--- src/rtl/loader_pkg.sv ---
// Shared types for the instruction-memory loader: FSM state encoding and word geometry.
// No logic; no latency; no flow control.
package loader_pkg;

  localparam int BYTES_PER_WORD = 4;

  typedef enum logic [1:0] {
    ST_IDLE     = 2'd0,
    ST_ASSEMBLE = 2'd1,
    ST_WRITE    = 2'd2,
    ST_DONE     = 2'd3
  } loader_state_t;

endpackage

--- src/rtl/byte_packer.sv ---
// Packs little-endian bytes into 32-bit words; word_ready flags the byte that completes a word.
// Latency: word_out is combinational on the completing byte. Backpressure: caller gates accept.
module byte_packer
  import loader_pkg::*;
(
  input  logic        clk,
  input  logic        rst,
  input  logic        clear,
  input  logic        accept,
  input  logic [7:0]  byte_in,
  output logic        word_ready,
  output logic [31:0] word_out
);

  localparam int IDX_W = $clog2(BYTES_PER_WORD);

  logic [IDX_W-1:0] byte_idx;
  logic [31:0]      shift_q;

  // Newest byte enters at the top, so after four shifts byte 0 sits in [7:0].
  assign word_out   = {byte_in, shift_q[31:8]};
  assign word_ready = accept && (byte_idx == IDX_W'(BYTES_PER_WORD - 1));

  always_ff @(posedge clk or posedge rst) begin
    if (rst) begin
      byte_idx <= '0;
      shift_q  <= '0;
    end else if (clear) begin
      byte_idx <= '0;
      shift_q  <= '0;
    end else if (accept) begin
      byte_idx <= byte_idx + 1'b1;
      shift_q  <= word_out;
    end
  end

endmodule

--- src/rtl/instr_mem_loader.sv ---
// Streams program bytes into instruction memory one 32-bit word at a time; INSTR_LOADER_CHECKSUM_EN adds an XOR checksum.
// Latency: write strobe the cycle after a word's 4th byte; done_out two cycles after the last write.
// Backpressure: byte_ready_out is high only while assembling; bytes offered at other times are not consumed.
module instr_mem_loader
  import loader_pkg::*;
#(
  parameter int ADDR_WIDTH_POW = 6,
  parameter int ADDR_WIDTH     = 1 << ADDR_WIDTH_POW,
  parameter int MEM_DEPTH_POW  = 10,
  parameter int MEM_DEPTH      = 1 << MEM_DEPTH_POW
) (
  input  logic                   clk,
  input  logic                   rst,
  input  logic                   start_in,
  input  logic [MEM_DEPTH_POW:0] num_words_in,
  input  logic [7:0]             byte_in,
  input  logic                   byte_valid_in,
  output logic                   byte_ready_out,
  output logic                   wr_en_out,
  output logic [ADDR_WIDTH-1:0]  wr_addr_out,
  output logic [31:0]            wr_data_out,
  output logic                   busy_out,
  output logic                   done_out,
  output logic                   error_out,
  output logic [31:0]            checksum_out
);

  localparam int               IDX_W       = MEM_DEPTH_POW + 1;
  localparam logic [IDX_W-1:0] DEPTH_LIMIT = IDX_W'(MEM_DEPTH);

  loader_state_t    state;
  logic [IDX_W-1:0] word_idx;
  logic [IDX_W-1:0] word_cnt;
  logic [IDX_W-1:0] word_idx_nxt;
  logic             accept;
  logic             load_start;
  logic             word_ready;
  logic [31:0]      packed_word;

  assign accept       = byte_valid_in & byte_ready_out;
  assign load_start   = (state == ST_IDLE) && start_in &&
                        (num_words_in != '0) && (num_words_in <= DEPTH_LIMIT);
  assign word_idx_nxt = word_idx + 1'b1;

  byte_packer u_packer (
    .clk        (clk),
    .rst        (rst),
    .clear      (load_start),
    .accept     (accept),
    .byte_in    (byte_in),
    .word_ready (word_ready),
    .word_out   (packed_word)
  );

  always_ff @(posedge clk or posedge rst) begin
    if (rst) begin
      state          <= ST_IDLE;
      word_idx       <= '0;
      word_cnt       <= '0;
      byte_ready_out <= 1'b0;
      wr_en_out      <= 1'b0;
      wr_addr_out    <= '0;
      wr_data_out    <= '0;
      busy_out       <= 1'b0;
      done_out       <= 1'b0;
      error_out      <= 1'b0;
    end else begin
      wr_en_out <= 1'b0;
      done_out  <= 1'b0;
      case (state)
        ST_IDLE: begin
          if (start_in) begin
            if (num_words_in > DEPTH_LIMIT) begin
              error_out <= 1'b1;
            end else if (num_words_in == '0) begin
              state <= ST_DONE;
            end else begin
              word_cnt       <= num_words_in;
              word_idx       <= '0;
              error_out      <= 1'b0;
              byte_ready_out <= 1'b1;
              busy_out       <= 1'b1;
              state          <= ST_ASSEMBLE;
            end
          end
        end
        ST_ASSEMBLE: begin
          // Outputs are loaded on the completing byte so the strobe lines up with WRITE.
          if (word_ready) begin
            byte_ready_out <= 1'b0;
            wr_en_out      <= 1'b1;
            wr_addr_out    <= ADDR_WIDTH'({word_idx, 2'b00});
            wr_data_out    <= packed_word;
            state          <= ST_WRITE;
          end
        end
        ST_WRITE: begin
          word_idx <= word_idx_nxt;
          if (word_idx_nxt == word_cnt) begin
            busy_out <= 1'b0;
            state    <= ST_DONE;
          end else begin
            byte_ready_out <= 1'b1;
            state          <= ST_ASSEMBLE;
          end
        end
        ST_DONE: begin
          done_out <= 1'b1;
          state    <= ST_IDLE;
        end
        default: state <= ST_IDLE;
      endcase
    end
  end

`ifdef INSTR_LOADER_CHECKSUM_EN
  always_ff @(posedge clk or posedge rst) begin
    if (rst) begin
      checksum_out <= '0;
    end else if (load_start) begin
      checksum_out <= '0;
    end else if (state == ST_WRITE) begin
      checksum_out <= checksum_out ^ wr_data_out;
    end
  end
`else
  assign checksum_out = '0;
`endif

endmodule

--- config.mk ---
export PLATFORM = sky130hd
export DESIGN_NAME = instr_mem_loader
export DESIGN_NICKNAME = d
export VERILOG_FILES = /design/src/rtl/loader_pkg.sv /design/src/rtl/byte_packer.sv /design/src/rtl/instr_mem_loader.sv
export SDC_FILE = /design/constraint.sdc
export NUM_CORES = 1
export LEC_CHECK = 0
export CAP_MARGIN = 0
export CORE_MARGIN = 8
export CORE_UTILIZATION = 42
export DETAILED_ROUTE_END_ITERATION = 10
export PLACE_DENSITY = 0.82
export SLEW_MARGIN = 20
export SYNTH_ARGS = -nofsm -noshare
export SYNTH_HDL_FRONTEND = slang
export SYNTH_SLANG_ARGS = --single-unit
--- constraint.sdc ---
create_clock -name clk -period 2.88 [get_ports clk]
set_input_delay 0.432 -clock clk [delete_from_list [all_inputs] [get_ports clk]]
set_output_delay 0.432 -clock clk [all_outputs]
set_load 0.1 [all_outputs]
## Word level (Yosys, flattened, before mapping)

Cells that the tools add are included.

- Register bits after elaboration: 106
- Bits of input ports: 23
- Output and inout bits: 133
- Logic and storage cells: 75

- $add $sub $neg: 2
- $lt $le $gt $ge: 2
- Eq/ne operators: 12
- Multiplexer cells: 27
- Bitwise gates (word level): 3
- Reductions and logical operators: 17

Operators with widths:

| cell | number |
|---|---|
| 2-to-1 mux 32 bit | 2 |
| 2-to-1 mux 11 bit | 3 |
| case mux 11 bit (2 select lines) | 1 |
| 2-to-1 mux 2 bit | 7 |
| != test 2 bit, second input constant | 6 |
| adder 11 x 1 -> 11 bit, second input constant | 1 |
| == test 11 bit | 1 |
| > comparator 11 bit, second input constant | 1 |
| <= comparator 11 bit, second input constant | 1 |
| zero test 11 bit | 1 |
| 2-to-1 mux 1 bit | 11 |
| nonzero test 11 bit | 1 |
| case mux 2 bit (4 select lines) | 1 |
| AND reduction 4 bit | 2 |
| == test 2 bit, second input constant | 3 |
| AND reduction 3 bit | 2 |
| AND reduction 6 bit | 1 |
| AND reduction 5 bit | 1 |
| logical AND 1 bit | 4 |
| nonzero test 2 bit | 2 |
| case mux 1 bit (3 select lines) | 1 |
| nonzero test 3 bit | 1 |
| adder 2 x 1 -> 2 bit, second input constant | 1 |
| == test 2 x 1 -> 1 bit, second input constant | 1 |
| other kinds (6) | 7 |

## Longest topological paths before layout

- Depth after elaboration: 5
- Depth in mapped cells: 7
- Mapped depth without buffers: 7

## Modules after synthesis

A second synthesis with hierarchy kept.

- Cell total of the unflattened synthesis: 534
- Area total of the unflattened synthesis: 5024.8 µm²

Modules (own cells, without submodules):

| module | instances | cells each | area an instance (µm²) | seq. area each (µm²) |
|---|---|---|---|---|
| instr_mem_loader | 1 | 439 | 3866.2 | 1801.7 |
| byte_packer | 1 | 95 | 1158.6 | 650.6 |

## Worst setup path after synthesis

Ideal clock, no wire load.

- Path type: register to register
- Start: register byte_ready_out
- End: register wr_addr_out[10]
- Setup time: 0.125 ns
- Data arrival time: 2.681 ns
- Required time: 2.755 ns
- Setup slack: 0.074 ns
- Cell stages (with the launch flop): 7
- Path buffers: 2
- Clock period less this slack: 2.806 ns
- Path through: dfrtp_1 > and2_1 > clkbuf_1 > nand3_1 > nor2_1 > clkbuf_1 > mux2_2

- Word-level cells in the longest chain between the ends: 3

RTL lines:

| element | RTL line | text |
|---|---|---|
| start, declared | instr_mem_loader.sv:18 | `output logic byte_ready_out,` |
| start signal, assigned | instr_mem_loader.sv:60 | `byte_ready_out <= 1'b0;` |
| start signal, assigned | instr_mem_loader.sv:81 | `byte_ready_out <= 1'b1;` |
| start signal, assigned | instr_mem_loader.sv:90 | `byte_ready_out <= 1'b0;` |
| bitwise AND 1 bit | instr_mem_loader.sv:40 | `assign accept = byte_valid_in & byte_ready_out;` |
| logical AND 1 bit | byte_packer.sv:22 | `assign word_ready = accept && (byte_idx == IDX_W'(BYTES_PER_WORD - 1));` |
| AND reduction 2 bit (no source line) | - |  |
| end signal, assigned | instr_mem_loader.sv:92 | `wr_addr_out <= ADDR_WIDTH'({word_idx, 2'b00});` |
| end, declared | instr_mem_loader.sv:20 | `output logic [ADDR_WIDTH-1:0] wr_addr_out,` |

No other way between the ends.
A chain may end at the register's enable or synchronous reset.

## Worst setup path after layout

- Start: register word_idx[0]
- End: register busy_out

- Word-level cells in the longest chain between the ends: 4

RTL lines:

| element | RTL line | text |
|---|---|---|
| start, declared | instr_mem_loader.sv:32 | `logic [IDX_W-1:0] word_idx;` |
| start signal, assigned | instr_mem_loader.sv:98 | `word_idx <= word_idx_nxt;` |
| adder 11 x 1 -> 11 bit | instr_mem_loader.sv:43 | `assign word_idx_nxt = word_idx + 1'b1;` |
| == test 11 bit | instr_mem_loader.sv:99 | `if (word_idx_nxt == word_cnt) begin` |
| != test 2 bit (no source line) | - |  |
| AND reduction 5 bit (no source line) | - |  |
| end signal, assigned | instr_mem_loader.sv:64 | `busy_out <= 1'b0;` |
| end signal, assigned | instr_mem_loader.sv:82 | `busy_out <= 1'b1;` |
| end signal, assigned | instr_mem_loader.sv:100 | `busy_out <= 1'b0;` |
| end, declared | instr_mem_loader.sv:22 | `output logic busy_out,` |

No other way between the ends.

==> impl_metrics.csv <==
group,metric,value,unit
yosys,yosys_register_bits,98,
die,fp.dieH,123.4,um
timing,slew_headroom,46.46,%
timing,layout_min_cycle_time,2419,ps
timing,setup_violations,0,
global_routing,grt_max_degree,56,
routing,wl,10.70,mm
yosys,ys_top_cells_by_area,"dfrtp_1, buf_4, mux2_2",
timing,final_max_slew_viol_count,0,
die,ios,156,
routing,wl_per_cell,15.99,um
clocking,post_cts_buffers,0,
die,die_x,123.4,um
routing,drc,0,
timing,fmax,0.4134,GHz
yosys,syn_inst,453,
flow_run,max_cap_violations,0,
critical_path,worstPathRequired,3080,ps
clocking,cts_tree,"done",
final_layout,nFillCells,1013,
critical_path,crit_fanout,8,
routing,vias,3243,
global_routing,overflow,0,
yosys,ys_types,38,
clocking,cts_buffers,9,
routing,drtIter0Drc,188,
clocking,clkLatencyLatePin,350,ps
critical_path,crit_path_start_kind,"flop",
critical_path,critical_path_class,"flop to flop",
final_layout,layout-drive-gt1-share,24.71,%
final_layout,syn_to_final_growth,15.29,%
global_routing,grt_pass1_vias,3217,
clocking,cts_repair_resize_count,0,
yosys,ys_top_cells_by_count,"dfrtp_1, buf_4, nand2_1, mux2_2, a21oi_1",
yosys,synth_edf_count,0,
timing,finClkSkew,6.950,ps
routing,final_antenna_net_count,0,
routing,first_pass_iters,4,
routing,viasPerCell,4.848,
yosys,synth_area_leader_cell,"dfrtp_1",
critical_path,arrival,2620,ps
min_path,hold_path_class,"input pin to asynchronous set/reset pin",
global_routing,grt_pass1_wl,16.59,mm
timing,setup_tns,0,ps
yosys,yosysSeqAreaShare,50.62,%
die,dieArea,15230,um^2
global_routing,track_usage,14.03,%
yosys,synth_top_area_share,50.62,%
clocking,ctsHoldBuffers,0,
final_layout,fin_nets,546,
yosys,synth_async_sr_flop_share,100.0,%
place,routabilityCongestion,0.8861,
timing,worst_pin_slew,801.2,ps
clocking,root_buffer,"clkbuf_16",
yosys,ys.flop_type,"dfrtp_1",
timing,rsz0062_at_grt,"false",
yosys,ys_warn_count,0,
final_layout,diodes,0,
timing,final_hold_viol_count,0,
die,num_rows,39,
critical_path,end_kind,"flop",
global_routing,antenna_found_initial,0,
run_status,status,"completed",
yosys,synth_most_common_cell,"dfrtp_1",
clocking,clock-sinks,98,
timing,finalCritPeriodShare,84.00,%
place,place_hpwl,7.888,mm
clocking,clkTransAtPathRegs,70,ps
yosys,avgSynthCellArea,10.69,um^2
yosys,syn_area,4845,um^2
die,core_area,11320,um^2
clocking,cts_max_level,3,
place,portBuffers,70,
die,start_util,42.79,%
clocking,cts_buffer_depth,2,
==> flip-flops by register name (all words and copies together), names as in the netlist <==
signal and flops:
done_out 1, wr_data_out 32, word_cnt 11, busy_out 1
wr_addr_out 11, word_idx 11, error_out 1, byte_ready_out 1
u_packer.shift_q 24, state 2, wr_en_out 1, u_packer.byte_idx 2
==> per-layer routing <==
| metal | vias to the layer above | global-route usage (%) | routed length [um] |
|---|---|---|---|
| met2 | 138 | 22.68 | 5206 |
| met1 | 1591 | 17.04 | 4364 |
| li1 | 1496 | - | - |
| met3 | 18 | 3.653 | 916 |
| met4 | 0 | 7.073 | 210 |
| met5 | - | 0 | 0 |
==> critical path, cell delays in order (launching register included) <==
cell and delay (ps):
dfrtp_1 500, ha_1 350, nand3_1 210, nor3_1 290
xnor2_1 210, o2111ai_1 190, nor4_1 280, buf_4 190
a21oi_1 60
==> cell families (layout without fill, tap and decap cells) <==
kind of cell / count (synthesis) / in the layout / share of synthesized area (%)
compound gates: 63 / 63 / 7.387
fa+ha+maj: 2 / 2 / 0.5164
simple gates: 108 / 108 / 10.30
other cells: 1 / 85 / 0.07741
mux: 53 / 53 / 12.32
buf+inv: 109 / 98 / 15.34
xor+xnor: 19 / 19 / 3.435
flops: 98 / 98 / 50.62
==> placed cells by master (no fill, tap or decap), types with 3 or more instances in the layout <==
master / n
clkdlybuf4s50_1: 22
conb_1: 85
nor3_1: 3
a31oi_1: 3
xor2_1: 9
clkbuf_16: 9
o21ai_0: 18
nand3_1: 6
nand2b_1: 4
buf_4: 55
xnor2_1: 10
nor2_1: 15
mux2_2: 52
a21oi_1: 29
nor2b_1: 3
inv_6: 3
dfrtp_1: 98
o31ai_1: 3
nand2_1: 63
==> metrics by stage <==
step           cells  utilization [%]  hold slack (ps)  worst slack (ps)  instance area, um^2
2_1_floorplan    537                -            478.5             74.01                 5164
3_3_place_gp     653            46.74            475.5             162.6                 5291
3_5_place_dp     653            46.74            479.6             113.4                 5291
4_1_cts          669            49.34            494.7             471.3                 5585
5_1_grt          669            49.34            523.8             254.7                 5585
6_report         669            49.34            491.6             460.8                 5585
==> final cells by class <==
type                            count  area [um^2]  area share, %
Tap cell                          143        178.9          3.203
Timing Repair Buffer               79        673.1          12.05
Clock buffer                       10        239.0          4.279
Inverter                            3        15.01         0.2688
Multi-Input combinational cell    330         1972          35.30
Clock inverter                      6        55.05         0.9857
Sequential cell                    98         2452          43.91
==> path summary, 6_finish.rpt <==
check / startpoint / end / slack, ps / cells after the start
worst max register to register: word_idx[0]$_DFFE_PP0P_ / busy_out$_DFFE_PP0P_ / 460 / 8
worst max-delay path: word_idx[0]$_DFFE_PP0P_ / busy_out$_DFFE_PP0P_ / 460 / 8
min in group clk: error_out$_DFFE_PP0P_ / error_out$_DFFE_PP0P_ / 490 / 2
worst min-delay path: rst / u_packer.shift_q[20]$_DFFE_PP0P_ / 490 / 2
worst min register to register: error_out$_DFFE_PP0P_ / error_out$_DFFE_PP0P_ / 490 / 2
max in group asynchronous: rst / wr_data_out[0]$_DFFE_PP0P_ / 1730 / 3
Power is left out: the tool's default activity adds up to more than one toggle a clock period on the data nets, which glitch-free logic cannot reach.
